### config.mk
export PLATFORM = sky130hd
export DESIGN_NAME = sr_readback
export DESIGN_NICKNAME = d
export VERILOG_FILES = /design/src/rtl/sr_pkg.sv /design/src/rtl/sr_deser.sv /design/src/rtl/sr_readback.sv
export SDC_FILE = /design/constraint.sdc
export NUM_CORES = 1
export LEC_CHECK = 0
export CELL_PAD_IN_SITES_DETAIL_PLACEMENT = 1
export CELL_PAD_IN_SITES_GLOBAL_PLACEMENT = 1
export CORE_ASPECT_RATIO = 1.1
export CORE_MARGIN = 4
export CORE_UTILIZATION = 35
export CTS_BUF_LIST = sky130_fd_sc_hd__clkbuf_16
export DETAILED_ROUTE_END_ITERATION = 10
export PLACE_DENSITY_LB_ADDON = 0.12
export SLEW_MARGIN = 20
export SYNTH_ARGS = -nofsm -noshare
export SYNTH_HDL_FRONTEND = slang
export SYNTH_SLANG_ARGS = --single-unit
### constraint.sdc
create_clock -name clk -period 1.45 [get_ports clk]
set_input_delay 0.2175 -clock clk [delete_from_list [all_inputs] [get_ports clk]]
set_output_delay 0.2175 -clock clk [all_outputs]
set_load 0.01 [all_outputs]
### src/rtl/sr_pkg.sv
// sr_pkg: shared shift-register path constants and readback FSM state encoding.
package sr_pkg;
  localparam int SR_WIDTH = 170;
  localparam int SR_CNT_W = 8;
  localparam int SR_LAT_W = 4;
  typedef enum logic [1:0] {
    IDLE  = 2'd0,
    WAIT  = 2'd1,
    SHIFT = 2'd2,
    DONE  = 2'd3
  } sr_state_t;
endpackage

### src/rtl/sr_deser.sv
// sr_deser: serial-in parallel-out register, new bits enter at the LSB so the first bit ends in the MSB.
module sr_deser import sr_pkg::*; #(
  parameter int WIDTH = SR_WIDTH
) (
  input  logic             clk,
  input  logic             rst,
  input  logic             i_clr,
  input  logic             i_en,
  input  logic             i_din,
  output logic [WIDTH-1:0] o_q
);
  logic [WIDTH-1:0] r_q;
  always_ff @(posedge clk) begin
    if (rst || i_clr) r_q <= '0;
    else if (i_en) r_q <= {r_q[WIDTH-2:0], i_din};
  end
  assign o_q = r_q;
endmodule

### src/rtl/sr_readback.sv
// sr_readback: captures the serial readback stream from the chip shift register into a parallel word.
// Optional compare against expect_din is enabled by defining SR_READBACK_COMPARE_EN.
module sr_readback import sr_pkg::*; #(
  parameter int WIDTH   = SR_WIDTH,
  parameter int CNT_W   = SR_CNT_W,
  parameter int LATENCY = 0
) (
  input  logic             clk,
  input  logic             rst,
  input  logic             start,
  input  logic             dout_sr,
  input  logic [WIDTH-1:0] expect_din,
  output logic             busy,
  output logic [CNT_W-1:0] count,
  output logic [WIDTH-1:0] dout,
  output logic             valid,
  output logic             mismatch
);
  sr_state_t r_state, w_next;
  logic [SR_LAT_W-1:0] r_lat;
  logic [CNT_W-1:0] r_count;
  logic [WIDTH-1:0] r_dout, w_sr;
  logic r_busy, r_valid;
  logic w_accept, w_shift, w_done, w_last_lat, w_last_bit;
  assign w_accept   = (r_state == IDLE) && start;
  assign w_shift    = (r_state == SHIFT);
  assign w_done     = (r_state == DONE);
  assign w_last_lat = (r_lat == SR_LAT_W'(LATENCY - 1));
  assign w_last_bit = (r_count == CNT_W'(WIDTH - 1));
  always_comb begin
    w_next = r_state;
    unique case (r_state)
      IDLE:    w_next = start ? ((LATENCY > 0) ? WAIT : SHIFT) : IDLE;
      WAIT:    w_next = w_last_lat ? SHIFT : WAIT;
      SHIFT:   w_next = w_last_bit ? DONE : SHIFT;
      default: w_next = IDLE;
    endcase
  end
  always_ff @(posedge clk) begin
    if (rst) begin
      r_state <= IDLE;
      r_busy  <= 1'b0;
      r_valid <= 1'b0;
      r_count <= '0;
      r_dout  <= '0;
      r_lat   <= '0;
    end else begin
      r_state <= w_next;
      r_busy  <= (w_next != IDLE);
      r_valid <= w_done;
      r_count <= w_accept ? '0 : (w_shift ? r_count + 1'b1 : r_count);
      r_lat   <= w_accept ? '0 : ((r_state == WAIT) ? r_lat + 1'b1 : r_lat);
      if (w_done) r_dout <= w_sr;
    end
  end
  sr_deser #(.WIDTH(WIDTH)) u_deser (
    .clk   (clk),
    .rst   (rst),
    .i_clr (w_accept),
    .i_en  (w_shift),
    .i_din (dout_sr),
    .o_q   (w_sr)
  );
`ifdef SR_READBACK_COMPARE_EN
  logic [WIDTH-1:0] r_exp;
  logic r_mismatch;
  always_ff @(posedge clk) begin
    if (rst) begin
      r_exp      <= '0;
      r_mismatch <= 1'b0;
    end else begin
      if (w_accept) r_exp <= expect_din;
      if (w_done) r_mismatch <= (w_sr != r_exp);
    end
  end
  assign mismatch = r_mismatch;
`else
  // expect_din is folded into a constant zero so it stays connected without any storage
  assign mismatch = 1'b0 & (^expect_din);
`endif
  assign busy  = r_busy;
  assign count = r_count;
  assign dout  = r_dout;
  assign valid = r_valid;
endmodule

==> Yosys cells after proc, flatten, opt, wreduce, memory -nomap -nowiden <==
Cells that the tools add are included.
{ "totals": {"regBits": 356, "out_inout_bits": 181, "wordCells": 23} }
{ "classes": {"add_sub_neg": 2, "eq_ne": 5, "mux": 4, "reduce_logical": 5} }
{ "ops": {"columns": ["op", "n"], "rows": [
  ["$add 8x1->8 const B", 1],
  ["$eq 8x8->1 const B", 1],
  ["$pmux 2 s3", 1],
  ["$add 4x1->4 const B", 1],
  ["$eq 2x2->1 const B", 2],
  ["$eq 4x4->1 const B", 1],
  ["$mux 2", 2],
  ["$eq 2x1->1 const B", 1],
  ["$logic_not 2->1", 1],
  ["$reduce_bool 2->1", 1],
  ["$reduce_or 2->1", 1],
  ["$logic_and 1x1->1", 1],
  ["$logic_or 1x1->1", 1],
  ["$mux 1", 1]
]} }

==> Depth between registers and ports, before layout <==
Gate-level depths: netlist of run 1.
{ "logic_depth": {"ltp_word": 4, "ltp_mapped": 6} }

==> By module <==
Synthesis of run 1 repeated with hierarchy kept, for this count alone.
{ "hier_totals": {"hier_cells": 1008, "hier_area_um2": 11975.2} }
{ "by_module_without_submodules": {"columns": ["module", "n_inst", "cells_each", "area_per_inst_um2", "seq_area_each_um2"], "rows": [
  ["sr_deser", 1, 549, 6074.6, 3403.3],
  ["sr_readback", 1, 459, 5900.7, 3723.6]
]} }

==> Least setup slack after synthesis of run 1 <==
No wires, ideal clock.
{ "synth_timing": {"kind": "register to register", "startpoint": "register r_state[1]", "endpoint": "register r_dout[70] (netlist: dout[70])", "setup_ns": 0.117, "t_arrival_ns": 1.207, "slack_ns": 0.126, "path_stages_with_launch": 7, "path_buffers": 4, "synth_period_minus_slack_ns": 1.324, "cell_sequence": "dfxtp_1 -> buf_4 -> and3_1 -> buf_2 -> buf_4 -> buf_2 -> a22o_1"} }
{ "synth_via": {"elab_chain_len": 1} }
{ "synth_lines": {"columns": ["element", "line", "text"], "rows": [
  ["start, declared", "sr_readback.sv:19", "sr_state_t r_state, w_next;"],
  ["start signal, assigned", "sr_readback.sv:48", "r_state <= w_next;"],
  ["$eq 2x2->1", "sr_readback.sv:27", "assign w_done = (r_state == DONE);"],
  ["end signal, assigned", "sr_readback.sv:53", "if (w_done) r_dout <= w_sr;"],
  ["end, declared", "sr_readback.sv:22", "logic [WIDTH-1:0] r_dout, w_sr;"]
]} }
Every way passes these cells.
A chain may end at the register's enable or synchronous reset.

==> Final worst setup path of run 1 <==
{ "layout_timing": {"startpoint": "register r_state[0]", "endpoint": "register u_deser.r_q[41] (netlist: u_deser.o_q[41])"} }
{ "layout_via": {"elab_chain_len": 3, "elab_cells_between_ends": 4, "classes_between": "1 x eq/ne; 3 x reduce/logical"} }
{ "layout_lines": {"columns": ["element", "line", "text"], "rows": [
  ["$logic_not 2->1", "sr_readback.sv:25", "assign w_accept = (r_state == IDLE) && start;"],
  ["$logic_and 1x1->1", "sr_readback.sv:25", null],
  ["$logic_or 1x1->1", "sr_deser.sv:14", "if (rst || i_clr) r_q <= '0;"],
  ["end signal, assigned", "sr_deser.sv:15", "else if (i_en) r_q <= {r_q[WIDTH-2:0], i_din};"],
  ["end, declared", "sr_deser.sv:12", "logic [WIDTH-1:0] r_q;"]
]} }
Several ways; a longest one is shown, not always the timed one.

==> impl_results.md, run 1 <==
* Status: completed
* CP Data Arrival Time at 1.82 ns
* Most frequent cells after synthesis: dfxtp_1 (356), nand2_1 (341), a21oi_1 (176)
* Setup TNS at 0 ns
* Count of unique library cells instantiated by Yosys at 36
* Dominant cells by area after synthesis: dfxtp_1 (61%), a22o_1 (13%), nand2_1 (11%), a21oi_1 (7.5%), buf_2 (3.0%)
* First-pass GRT wire length at 49860 µm
* CP Max Fanout at 36
* Final Max Tran Viols at 0
* Layout Cells excl Fill at 1842
* Nets at 1561
* # port buffers at 183
* FFs w/ async S/R, synth at 0%
* Ys flop type: dfxtp_1
* Pin count of the biggest net entering global routing at 58
* Placed cells at 1765
* TritonCTS Buffers at 39
* Top-Level Pins at 355
* Flop pwr share at 49.4%
* Cts hold-fix bufs at 0
* Comb pwr share at 4.2%
* Setup crit end kind: register
* Clk Latency, worst-skew pair at 0.52 ns
* Die Ht at 200.0 µm
* Vias in the first global route at 9312
* Drt wl/cell at 16.77 µm
* Core outline area at 33190 µm²
* Most common cell in the netlist: dfxtp_1
* Remaining antenna violation count at 0
* Detailed placement HPWL at 18900 µm
* Rows at 70
* Yosys top cell by area: dfxtp_1
* Max-cap violations at 0
* Vias per inst at 4.984
* Setup violators final at 0
* WP data required at 1.85 ns
* Grt total ovfl at 0
* Reg clk slew, reported paths at 0.06 ns
* Synth Instances at 1197
* Layout area overhead at 32.97%
* Syn_area_per_cell at 9.794 µm²
* Die Wd at 182.5 µm
* Clock sinks at 356
* DRT Pass-1 Iters at 4
* Cell area after layout at 15590 µm²
* Syn Std Cell Area at 11720 µm²
* Clock share of power at 46.5%
* Sw Share at 21.91%
* DRC viols at 0
* Sw power at 4.350 mW
* Diodes inserted at 0
* Final wirelength at 30900 µm
* Internal power at 15.50 mW
* Startpoint types: register
* Sequential fraction of the synthesis area at 60.79%
* Share of layout cells above drive strength 1 at 10.35%
* GRT Overall Usage at 16.36%
* Fin crit period at 1.424 ns
* Max Freq at 702.1 MHz
* Worst min path class: primary input to register
* Antenna violations before repair at 1
* Deepest clock path buffer count at 3
* Synthesis warning total at 0
* Pwr per Cell Area at 1274 nW/µm²
* Register bit total from synthesis at 356
* CTS tree: yes
* VDD IR max at 656.6 µV
* Overall Power at 19.85 mW
* Crit Path Category: register to register
* Die area at 36490 µm²
* Detailed Route Iter0 Violations at 367
* Share of the synthesized area in the top cell type at 60.79%
* H-tree depth at 2
* P_leak at 6.336 nW
* Max Clock Skew at 0.01489 ns
* Post-placement cell area at 14310 µm²
* EDFF count, synth at 0
* Root buf cell: clkbuf_16
* Initial Utilization at 35.32%
* Synth Net Count at 1374
* Vias at 9181
* Final hold vios at 0
* RSZ-0062 raised after global routing: true
* Period utilisation layout at 98.22%
* Global placer's final weighted congestion at 0.7081
## path summary, 6_finish.rpt
kind	from	to	slack, ns	cells after the start
setup / recovery	r_state[0]	u_deser.o_q[41]	0.03	4
hold / removal	dout_sr	u_deser.o_q[0]	0.27	3
setup reg to reg	r_state[0]	u_deser.o_q[41]	0.03	4
hold reg to reg	u_deser.o_q[169]	u_deser.o_q[169]	0.46	2
## power groups by stage
stage	logic (mW)	registers [mW]	clock network, mW
global placement	0.702	10.0	0
floorplan	0.430	10.0	0
CTS	0.800	9.80	9.52
global route	0.896	9.80	9.93
detailed placement	0.706	10.0	0
finish	0.828	9.80	9.23
## critical path, cell delays in order (launching register included)
cell and delay (ns):
dfxtp_2 0.34, or3b_1 0.48, nand2_8 0.19, buf_12 0.22, a21oi_1 0.07
## cells by family (layout without fill, tap and decap cells)
| group | after synthesis | in the layout | synth area share, % |
|---|---|---|---|
| and+or+nand+nor | 374 | 374 | 12.72 |
| DFF | 356 | 356 | 60.79 |
| AOI/OAI and AO/OA | 355 | 355 | 20.72 |
| buffers and inverters | 102 | 315 | 4.952 |
| xor gates and xnor gates | 4 | 4 | 0.2989 |
| adders and majority gates | 3 | 3 | 0.3202 |
| muxes | 2 | 2 | 0.1708 |
| other | 1 | 1 | 0.03199 |
## per-layer routing
layer	GRT usage (%)	wire (µm)	up-vias
li1	-	-	4499
met1	22.41	14900	4491
met2	26.61	14100	155
met3	3.788	1437	34
met4	3.614	450	2
met5	0	13	-
## final cells by class
| class | instances | area [µm²] |
|---|---|---|
| Clock buffer | 41 | 1026 |
| Sequential cell | 356 | 7138 |
| Fill cell | 3708 | 17610 |
| Tap cell | 432 | 540.5 |
| Timing Repair Buffer | 245 | 2624 |
| Multi-Input combinational cell | 739 | 4090 |
| Inverter | 3 | 11.26 |
| Clock inverter | 26 | 158.9 |
## cell usage in the layout (no fill, tap or decap), types with 2 or more instances in the layout
cell type / count
a21oi_1: 165
a21oi_2: 10
a22o_1: 170
buf_12: 29
buf_16: 5
buf_4: 22
buf_6: 2
bufinv_16: 2
clkbuf_16: 43
clkdlybuf4s15_1: 3
clkdlybuf4s15_2: 7
clkdlybuf4s50_1: 3
clkinv_1: 9
clkinv_2: 4
dfxtp_1: 347
dfxtp_2: 9
dlygate4sd2_1: 168
ha_1: 3
inv_1: 12
mux2i_1: 2
nand2_1: 341
nand2b_1: 2
nand3_1: 5
nand3b_1: 3
nand4_1: 3
nor2_1: 7
o21ai_0: 4
o31ai_1: 2
or3_1: 3
xnor2_1: 2
xor2_1: 2
## timing repair
item	in CTS	in global routing
resized for setup	207	26
setup buffers	3	1
gates cloned	4	2
pin swaps	0	4
endpoints found under the setup margin	277	159
## registers in the layout, summed over array words and instances (netlist names)
name         count
busy             1
count            8
dout           170
r_lat            4
r_state          2
u_deser.o_q    170
valid            1
## per-stage QoR
step	hold slack, ns	worst slack, ns	util, %
6_report	0.2747	0.02577	46.96
5_1_grt	0.2807	-0.04438	46.96
3_3_place_gp	0.4488	-0.2797	43.10
3_5_place_dp	0.4498	-0.3336	43.10
4_1_cts	0.2501	0.003319	46.59
2_1_floorplan	0.3501	0.1262	-
Power figures use the tool's default switching activity.
==> run 2, diff against run 1 <==
- CELL_PAD_IN_SITES_DETAIL_PLACEMENT: 1 -> unset
- CELL_PAD_IN_SITES_GLOBAL_PLACEMENT: 1 -> unset
- CORE_UTILIZATION: 35 -> 47
==> run 2 against run 1 <==
Critical path depth shrank 3. Sequential cell count is the same. Clock skew grew 0.0032 ns. Worst hold slack gained 0.0045 ns. Largest cell class unchanged. Clock power shrank 9.6%. Largest power group unchanged. Sequential power is essentially flat. Maximum frequency grew 2.2%. Design area shrank 4.1%.
==> impl_results.md, run 2 (synthesized netlist as in run 1, its figures left out) <==
* Status: completed
* RR Startpoint: r_state[0]
* Setup violators final at 0 (unchanged)
* CP Cell Sequence: dlygate4sd2_1
* Final hold vios at 0 (unchanged)
* Pwr per Cell Area at 1261 nW/µm² (-0.98%)
* WP data required at 1.23 ns (-0.62 ns)
* Period utilisation layout at 96.09% (-2.1 points)
* Most frequent cells in the layout: dfxtp_1 (349), nand2_1 (341), a21oi_1 (171), dlygate4sd2_1 (171), a22o_1 (170)
* CP Max Fanout at 2 (-94%)
* Sw power at 4.050 mW (-6.9%)
* Vias in the first global route at 8498 (-8.7%)
* Final Util at 60.87% (+14 points)
* TritonCTS Buffers at 36 (-7.7%)
* Root buf cell: clkbuf_16
* Sw Share at 21.49% (-0.42 points)
* Post-placement cell area at 14000 µm² (-2.2%)
* Worst hold slack at 0.2792 ns (+0.004501 ns)
* Drt wl/cell at 15.37 µm (-8.4%)
* First-pass GRT wire length at 43320 µm (-13%)
* Diodes inserted at 0 (unchanged)
* DRC viols at 0 (unchanged)
* Clk Latency, worst-skew pair at 0.50 ns (-0.02 ns)
* Nets at 1543 (-1.2%)
* Dpl ws at -0.3360 ns (-0.002422 ns)
* Share of layout cells above drive strength 1 at 8.201% (-2.2 points)
* Internal power at 14.80 mW (-4.6%)
* DRT Pass-1 Iters at 7 (+3)
* CTS tree: yes
* Placed cells at 1634 (-7.4%)
* Worst path top cell family by delay: flip-flops
* WP depth at 1 (-3)
* Layout area overhead at 27.46%
* GRT Overall Usage at 18.59% (+2.2 points)
* Final wirelength at 26120 µm (-15%)
* Remaining antenna violation count at 0 (unchanged)
* Die Wd at 158.6 µm (-13%)
* Vias per inst at 5.227 (+4.9%)
* Slowest CP cell: dfxtp_1
* Layout Cells excl Fill at 1700 (-7.7%)
* Die area at 27540 µm² (-25%)
* Crit Path Category: register to output port
* Comb pwr share at 3.7% (-0.5 points)
* Setup crit end kind: output port
* Clock sinks at 356 (unchanged)
* Worst setup path endpoint: dout[10]
* Initial Utilization at 47.76% (+12 points)
* Crit path launch: dout[10]
* Core outline area at 24550 µm² (-26%)
* R2R Setup Slk at 0.07 ns (+0.04 ns)
* # port buffers at 183 (unchanged)
* Max Clock Skew at 0.01804 ns (+0.003154 ns)
* VDD IR max at 1098 µV (+67%)
* Setup WS post-layout at 0.05666 ns (+0.03089 ns)
* Grt total ovfl at 0 (unchanged)
* Final Max Tran Viols at 0 (unchanged)
* Crit path buf inv count at 1 (unchanged)
* Fin crit period at 1.393 ns (-0.03089 ns)
* Max-cap violations at 0 (unchanged)
* Clock share of power at 44.3% (-2.2 points)
* Cell area after layout at 14940 µm² (-4.1%)
* Worst min path class: primary input to register
* Max Freq at 717.7 MHz (+2.2%)
* Fillers at 2141 (-42%)
* Detailed placement HPWL at 16240 µm (-14%)
* RSZ-0062 raised after global routing: false
* Deepest clock path buffer count at 3 (unchanged)
* Pin count of the biggest net entering global routing at 72 (+24%)
* H-tree depth at 2 (unchanged)
* Die Ht at 173.6 µm (-13%)
* Cells on worst reg2reg path at 5 (+1)
* Top-Level Pins at 355 (unchanged)
* Global placer's final weighted congestion at 0.7524 (+6.3%)
* Reg clk slew, reported paths at 0.06 ns (about the same)
* Antenna violations before repair at 0 (-1)
* Most common cell after layout, fill and taps aside: dfxtp_1
* CP Data Arrival Time at 1.18 ns (-0.64 ns)
* Detailed Route Iter0 Violations at 438 (+19%)
* Startpoint types: register
* P_leak at 6.121 nW (-3.4%)
* Flop pwr share at 52.0% (+2.6 points)
* Rows at 60 (-14%)
* Worst reg2reg endpoint: count[3]
* Vias at 8886 (-3.2%)
* Slowest stage delay, CP at 0.38 ns (-0.10 ns)
run 2: metal layers:
| layer | wire [µm] | GRT usage, % | share of wire (%) | vias to the layer above |
|---|---|---|---|---|
| met1 | 12000 | 25.65 | 46 | 4217 |
| met3 | 1476 | 4.444 | 5.7 | 32 |
| met4 | 405 | 4.159 | 1.6 | 0 |
| met2 | 12240 | 29.68 | 47 | 181 |
| li1 | - | - | - | 4456 |
| met5 | 0 | 0 | 0 | - |
run 2: area by class of cell:
class                           count  area (µm²)  share of cell area, %
Tap cell                          310       387.9                  2.596
Multi-Input combinational cell    739        4061                  27.18
Inverter                            3       11.26                0.07536
Sequential cell                   356        7136                  47.75
Clock inverter                     25       132.6                 0.8875
Clock buffer                       37       925.9                  6.196
Timing Repair Buffer              230        2288                  15.31
run 2: worst min-delay path by stage:
stage	depth (start not counted)	slack, ns	start	endpoint
after floorplan	1	0.35	start	busy
after global placement	2	0.45	u_deser.o_q[169]	u_deser.o_q[169]
after detailed placement	2	0.46	u_deser.o_q[169]	u_deser.o_q[169]
after CTS	3	0.26	dout_sr	u_deser.o_q[0]
after global routing	3	0.29	dout_sr	u_deser.o_q[0]
final	3	0.28	dout_sr	u_deser.o_q[0]
run 2: through the flow:
step	power [mW]	setup TNS [ns]
6_report	18.85	0
3_3_place_gp	10.69	-64.62
5_1_grt	19.54	0
2_1_floorplan	10.45	0
3_5_place_dp	10.69	-72.11
4_1_cts	19.06	0
run 2: power by group through the flow:
stage | clock network (mW) | logic, mW | registers [mW]
floorplan | 0 | 0.430 | 10.0
global placement | 0 | 0.668 | 10.0
detailed placement | 0 | 0.672 | 10.0
CTS | 8.57 | 0.699 | 9.80
global route | 8.98 | 0.762 | 9.79
finish | 8.34 | 0.703 | 9.80
run 2: what timing repair did:
action	CTS	global route
hold endpoints to repair	0	0
setup endpoints to repair	247	76
gates cloned	1	0
pin swaps	2	1
hold buffers	0	0
buffers inserted	1	2
gates resized for setup	195	16
